`config.mk`:
```
export PLATFORM = sky130hd
export DESIGN_NAME = cordic_vectoring
export DESIGN_NICKNAME = d
export VERILOG_FILES = /design/src/rtl/cordic_vectoring.sv
export SDC_FILE = /design/constraint.sdc
export NUM_CORES = 1
export LEC_CHECK = 0
export ABC_AREA = 1
export CAP_MARGIN = 20
export CORE_MARGIN = 3
export CORE_UTILIZATION = 40
export CTS_BUF_LIST = sky130_fd_sc_hd__clkbuf_16
export DETAILED_ROUTE_END_ITERATION = 10
export PLACE_DENSITY = 0.55
export SLEW_MARGIN = 5
export SYNTH_ARGS = -nofsm -noshare
export SYNTH_HDL_FRONTEND = slang
export SYNTH_SLANG_ARGS = --single-unit
export TNS_END_PERCENT = 10
```
`constraint.sdc`:
```
create_clock -name clk -period 6.4 [get_ports clk]
set_clock_uncertainty 0.05 [all_clocks]
set_input_delay 0.96 -clock clk [delete_from_list [all_inputs] [get_ports clk]]
set_output_delay 0.96 -clock clk [all_outputs]
set_load 0.01 [all_outputs]
```
`src/rtl/cordic_vectoring.sv`:
```
// Iterative vectoring-mode CORDIC: returns magnitude and full-circle atan2(y, x)
// of a signed Q1.14 vector using a start/busy/done handshake.
module cordic_vectoring #(
    parameter int WL     = 16,
    parameter int FL     = 14,
    parameter int N_ITER = 15
) (
    input  logic                 clk,
    input  logic                 rst_n,
    input  logic                 start,
    input  logic signed [WL-1:0] x_in,
    input  logic signed [WL-1:0] y_in,
    output logic signed [WL+1:0] mag_out,
    output logic signed [WL+1:0] angle_out,
    output logic                 busy,
    output logic                 done
);
    localparam int XW = WL + 3;
    localparam int ZW = WL + 2;
    localparam int PW = FL + ZW;

    localparam logic [1:0] S_IDLE  = 2'd0;
    localparam logic [1:0] S_ITER  = 2'd1;
    localparam logic [1:0] S_SCALE = 2'd2;

    localparam logic signed [ZW-1:0] PI_2 = ZW'(25736);
    localparam logic signed [PW-1:0] K    = PW'(9949);

    function automatic logic signed [ZW-1:0] atan_lut(input logic [3:0] idx);
        case (idx)
            4'd0:    atan_lut = ZW'(12868);
            4'd1:    atan_lut = ZW'(7596);
            4'd2:    atan_lut = ZW'(4014);
            4'd3:    atan_lut = ZW'(2037);
            4'd4:    atan_lut = ZW'(1023);
            4'd5:    atan_lut = ZW'(512);
            4'd6:    atan_lut = ZW'(256);
            4'd7:    atan_lut = ZW'(128);
            4'd8:    atan_lut = ZW'(64);
            4'd9:    atan_lut = ZW'(32);
            4'd10:   atan_lut = ZW'(16);
            4'd11:   atan_lut = ZW'(8);
            4'd12:   atan_lut = ZW'(4);
            4'd13:   atan_lut = ZW'(2);
            4'd14:   atan_lut = ZW'(1);
            default: atan_lut = '0;
        endcase
    endfunction

    logic [1:0]           state_q, state_d;
    logic [3:0]           i_q, i_d;
    logic signed [XW-1:0] x_q, x_d, y_q, y_d;
    logic signed [ZW-1:0] z_q, z_d;
    logic                 zero_q, zero_d;
    logic signed [ZW-1:0] mag_q, mag_d, ang_q, ang_d;
    logic                 busy_q, busy_d, done_q, done_d;

    // Widen before negating so that -(-32768) is representable.
    logic signed [XW-1:0] x_ext, y_ext, x_sh, y_sh;
    logic signed [PW-1:0] prod;

    assign x_ext = XW'(x_in);
    assign y_ext = XW'(y_in);
    assign x_sh  = x_q >>> i_q;
    assign y_sh  = y_q >>> i_q;
    assign prod  = PW'(x_q) * K;

    always_comb begin
        // NOTE: every signal gets a default first so no path leaves it unassigned (no latches).
        state_d = state_q;
        i_d     = i_q;
        x_d     = x_q;
        y_d     = y_q;
        z_d     = z_q;
        zero_d  = zero_q;
        mag_d   = mag_q;
        ang_d   = ang_q;
        busy_d  = busy_q;
        done_d  = done_q;
        case (state_q)
            S_IDLE: begin
                if (start) begin
                    state_d = S_ITER;
                    busy_d  = 1'b1;
                    done_d  = 1'b0;
                    i_d     = '0;
                    zero_d  = (x_in == '0) && (y_in == '0);
                    // Rotate left-half-plane vectors by -/+pi/2 so iterations converge.
                    if (!x_in[WL-1]) begin
                        x_d = x_ext;
                        y_d = y_ext;
                        z_d = '0;
                    end else if (!y_in[WL-1]) begin
                        x_d = y_ext;
                        y_d = -x_ext;
                        z_d = PI_2;
                    end else begin
                        x_d = -y_ext;
                        y_d = x_ext;
                        z_d = -PI_2;
                    end
                end
            end
            S_ITER: begin
                if (!y_q[XW-1]) begin
                    x_d = x_q + y_sh;
                    y_d = y_q - x_sh;
                    z_d = z_q + atan_lut(i_q);
                end else begin
                    x_d = x_q - y_sh;
                    y_d = y_q + x_sh;
                    z_d = z_q - atan_lut(i_q);
                end
                i_d = i_q + 4'd1;
                if (i_q == 4'(N_ITER - 1)) state_d = S_SCALE;
            end
            S_SCALE: begin
                // A zero vector has no defined angle; z would otherwise drift to sum(atan).
                mag_d   = zero_q ? '0 : ZW'(prod >>> FL);
                ang_d   = zero_q ? '0 : z_q;
                done_d  = 1'b1;
                busy_d  = 1'b0;
                state_d = S_IDLE;
            end
            default: state_d = S_IDLE;
        endcase
    end

    // NOTE: state uses non-blocking assignments and an async active-low reset.
    always_ff @(posedge clk or negedge rst_n) begin
        if (!rst_n) begin
            state_q <= S_IDLE;
            i_q     <= '0;
            x_q     <= '0;
            y_q     <= '0;
            z_q     <= '0;
            zero_q  <= 1'b0;
            mag_q   <= '0;
            ang_q   <= '0;
            busy_q  <= 1'b0;
            done_q  <= 1'b0;
        end else begin
            state_q <= state_d;
            i_q     <= i_d;
            x_q     <= x_d;
            y_q     <= y_d;
            z_q     <= z_d;
            zero_q  <= zero_d;
            mag_q   <= mag_d;
            ang_q   <= ang_d;
            busy_q  <= busy_d;
            done_q  <= done_d;
        end
    end

    assign mag_out   = mag_q;
    assign angle_out = ang_q;
    assign busy      = busy_q;
    assign done      = done_q;
endmodule

```
# [After elaboration in Yosys (flattened, before gate mapping)]
# Memory sizes are Yosys's and may differ from the RTL's.
# Cells that the tools add are included.
# W data, S select, Z words.
[totals] inputBits=35 regBits=101 romBits=448 out_inout_bits=38 n_memories=2
[memory_table] name="(name not given)" words=16 width=14 rd=1 rd_clocked_by_memory_dff=0 wr=0 line="30" text="case (idx)"
[memory_table] name="(name not given)" words=16 width=14 rd=1 rd_clocked_by_memory_dff=0 wr=0 line="30"
[classes] shifts=2 mux=30 reduce_logical=10 addsub=9 eq_ne=5 multipliers=1
[ops] op="$mux W18" n=10
[ops] op="$mux W19" n=8
[ops] op="$pmux W19 S2" n=2
[ops] op="$add A19 B19 Y19" n=2
[ops] op="$neg A16 Y19" n=2
[ops] op="$sshr A19 B4 Y19" n=2
[ops] op="$sub A19 B19 Y19" n=2
[ops] op="$pmux W18 S2" n=1
[ops] op="$logic_not A16 Y1" n=2
[ops] op="$mul A19 B15 Y32 const B" n=1
[ops] op="$add A18 B18 Y18" n=1
[ops] op="$sub A18 B18 Y18" n=1
[ops] op="$pmux W4 S2" n=1
[ops] op="$reduce_and A2 Y1" n=4
[ops] op="$add A4 B1 Y4 const B" n=1
[ops] op="$eq A4 B4 Y1 const B" n=1
[ops] op="$mux W2" n=2
[ops] op="$mux W4" n=1
[ops] op="$ne A2 B2 Y1 const B" n=2
[ops] op="$pmux W1 S2" n=2
[ops] op="$pmux W2 S2" n=1
[ops] op="$reduce_bool A2 Y1" n=2
[ops] op="$eq A2 B1 Y1 const B" n=1
[ops] op="$eq A2 B2 Y1 const B" n=1
[ops] op="3 further kinds" n=4

# [Logic depth before layout (Yosys ltp)]
# An unclocked memory read counts as a cell.
[logic_depth] depth_word=6 ltp_mapped=31 ltp_nobuf=30

# [Worst setup path before layout]
# Ideal clock, no wire load.
[synth_path] kind="reg-to-reg" start="register x_q[10]" end="register mag_q[13], in the netlist mag_out[13]" arrival_ns=4.944 path_stages_with_launch=21 n_path_buf=0 setup_ns=0.126 t_required_ns=6.224 slack_ns=1.280 path_cell_list="dfrtp_1 -> ha_1 -> inv_1 -> fa_1 -> inv_1 -> fa_1 -> fa_1 -> fa_1 -> inv_1 -> fa_1 -> inv_1 -> ha_1 -> nand2_1 -> nor2_1 -> nand2_1 -> o21ai_0 -> a21oi_1 -> o21ai_0 -> nand2_1 -> nand2_1 -> o21ai_0"
[synth_between] elab_chain_len=2
[synth_rtl] element="start, declared" line="52" text="logic signed [XW-1:0] x_q, x_d, y_q, y_d;"
[synth_rtl] element="start signal, assigned" line="134" text="x_q <= '0;"
[synth_rtl] element="start signal, assigned" line="145" text="x_q <= x_d;"
[synth_rtl] element="$mul A19 B15 Y32" line="66" text="assign prod = PW'(x_q) * K;"
[synth_rtl] element="$mux W18" line="119" text="mag_d = zero_q ? '0 : ZW'(prod >>> FL);"
[synth_rtl] element="end signal, assigned" line="149" text="mag_q <= mag_d;"
[synth_rtl] element="end, declared" line="55" text="logic signed [ZW-1:0] mag_q, mag_d, ang_q, ang_d;"
# Every way passes these cells.
# A chain may end at the register's enable or synchronous reset.

# [Final worst setup path]
[layout_path] start="register x_q[6]" end="register mag_q[13], in the netlist mag_out[13]"
# Same word-level chain as after synthesis.

==> results.cfg <==
[grt]
grt.total_usage_pct = 24.7
grt_pass1_wl_mm = 86.1
overflow = 0
grt_max_degree = 58
antenna_found_initial = 0
grt_pass1_vias = 15500

[clock_tree]
clkSinkCount = 101
post_cts_buffers = 0
numCtsBuffers = 9
cts.clk_slew.worst_paths_ns = 0.08
cts_hold_buf = 0
cts_tree = built
clk_latency_ns = 0.41
cts_max_path_buffers = 2
root_buffer = clkbuf_16
ctsResizeCount = 0
cts_max_level = 3

[die]
fp.dieH_um = 210
initial_core_util_pct = 40.7
rows = 74
dieArea_um2 = 44200
boundaryPins = 73
coreArea_um2 = 41000
die_w_um = 210

[synthesis]
synth_seq_area_share_pct = 15.1
syn_nets = 2743
async_flop_share_pct = 100
syn_area_per_cell_um2 = 6.95
yosys_most_used_dff = dfrtp_1
ys_ff_latch = 101
synthCells = 2401
syn_area_um2 = 16700
synth_cell_types = 57
synth_enable_flop_cells = 0
yosys_warnings = 0

[sta]
timing.slew.headroom_pct = 23.9
fin_crit_ns = 5.73
drv_slew = 0
hold_violations = 0
setup_viol = 0
rsz0062_at_grt = false
fin_setup_tns_ns = 0
tightest_slew_ns = 1.14
fmax_mhz = 175
period_share_pct = 89.5

[cells_and_area]
diodes = 0
finalNonFillerCells = 2970
nets = 2775
area_growth_pct = 9.00
final_layout_size_suffix_gt1_share_pct = 3.86
fill_cells = 4320

[run_status]
outcome = completed

[worst_setup_path]
crit_path_end_kind = flop
cp-start-kind = flop
rr_startpoint = x_q[6]
cp_data_required_time_ns = 6.63
cp_common_cell = fa_1
path_delay_family = adder cells
cp_num_buf_inv = 4
cpMaxStageDelayCell = fa_1
arrival_ns = 5.96
critPathKind = reg -> reg
r2r_cells = 20
path_cells = ha_1, inv_1, fa_1, fa_1, fa_1, inv_1, fa_1, inv_1, fa_1, inv_1, ha_1, nand2_1, nor2_1, nand2_1, o21ai_0, a21oi_1, o21ai_0, nand2_1, nand2_1, o21ai_0
rrSetupSlack_ns = 0.67
path_max_fanout = 9
slowest_delay_ns = 0.58
crit_start = x_q[6]
timing.rr.end = mag_out[13]

[place]
dpl.hpwl_mm = 43.9
dpl.cell_count = 2954
portBuffers = 72
gp_congestion = 0.947

[drt]
wirelength_mm = 53.6
detail_route.vias_per_cell = 5.30
first_iter_violations = 1133
vias = 15800
ant_nets = 0
post_drt_wl_per_cell_um = 18.0
drt_first_pass_iters = 7
drcViolationCount = 0

[hold_path]
hold_class = reg -> reg
min_path_cells = 2
hold-path-endpoint = angle_out[12]
min_from = angle_out[12]

[run]
cap_violations = 0
worst max-delay path by stage:
stage                     cells past startpoint           to  slack (ns)
after global placement                       20  mag_out[13]        0.76
after CTS                                    20  mag_out[13]        0.67
after floorplan                              20  mag_out[13]        1.28
after global routing                         20  mag_out[13]        0.29
after detailed placement                     20  mag_out[13]        0.68
final                                        20  mag_out[13]        0.67
cell usage in the layout (no fill, tap or decap), types with 5 or more instances in the layout:
cell and instances:
a21oi_1 158, a22oi_1 17, a31oi_1 8, buf_4 25, clkbuf_16 9, clkdlybuf4s50_1 71
dfrtp_1 101, fa_1 128, ha_1 179, inv_1 401, inv_2 6, nand2_1 538
nand2_2 15, nand3_1 220, nand3_2 9, nand3b_1 7, nand4_1 12, nor2_1 132
nor2_2 11, nor3_1 15, nor4_1 5, o211ai_1 17, o21a_1 20, o21ai_0 177
o21ai_1 11, o221ai_1 12, o22ai_1 6, o31ai_1 10, xnor2_1 21, xor2_1 52
cell families (layout without fill, tap and decap cells):
family                     count (synthesis)  after routing  share of synthesized area (%)
adders and majority gates                307            307                           28.8
AOI/OAI and AO/OA                        457            457                           15.5
buffers and inverters                    487            524                           11.6
DFF                                      101            101                           15.1
and+or+nand+nor                          976            976                           25.2
xor gates and xnor gates                  73             73                           3.83
layout make-up:
class,instances,area (um^2),share of cell area [%]
flip-flops and latches,101,2530,13.9
multi-input cells,1813,12200,67.2
well taps,532,666,3.66
inverters,412,1550,8.54
repair buffers,96,898,4.94
clock buffers,9,225,1.24
clock inverters,7,88.8,0.488
flip-flops by register name, indices dropped and copies added, names as in the netlist:
register / cells
done: 1
y_q: 19
i_q: 4
busy: 1
z_q: 18
angle_out: 18
zero_q: 1
state_q: 2
mag_out: 18
x_q: 19
layer usage:
metal  track usage, %  up-vias  part of all wire, %
met5                0        -                    0
met4             5.95        0                  1.8
met3             2.78       54                  4.4
met2             39.0      367                   45
met1             36.4     7468                   49
li1                 -     7862                    -
per-stage QoR:
step                      area, um^2  setup slack (ns)  hold slack [ns]  utilization, %
after floorplan                16700              1.28            0.425               -
after global placement         17900             0.762            0.416            43.6
after detailed placement       17900             0.677            0.422            43.6
after CTS                      18200             0.666            0.445            44.3
after global routing           18200             0.289            0.457            44.3
final                          18200             0.672            0.436            44.3
worst min-delay path, cell delays in order (launching register included):
cell and delay, ns:
dfrtp_1 0.35, nand2_1 0.05, o21ai_0 0.05
Yosys cell counts (all sizes together), types with 5 or more instances:
cell / instances / area (um^2)
nand4: 12 / 75.1
a21oi: 159 / 800
nand3: 229 / 1190
o211ai: 17 / 128
o31ai: 11 / 87.6
nand2: 554 / 2120
inv: 407 / 1530
a31oi: 8 / 50.1
xnor2: 21 / 184
xor2: 52 / 455
o21a: 20 / 150
a22oi: 17 / 128
clkbuf: 40 / 150
ha: 179 / 2240
nor4: 5 / 31.3
nor2: 146 / 593
nor3: 16 / 85.1
nand3b: 7 / 52.6
o221ai: 12 / 105
fa: 128 / 2560
o22ai: 6 / 37.5
o21ai: 189 / 950
dfrtp: 101 / 2530
buf: 35 / 231
clkinv: 5 / 20.0
Power is left out: the tool's default activity adds up to more than one toggle a clock period on the data nets, which glitch-free logic cannot reach.
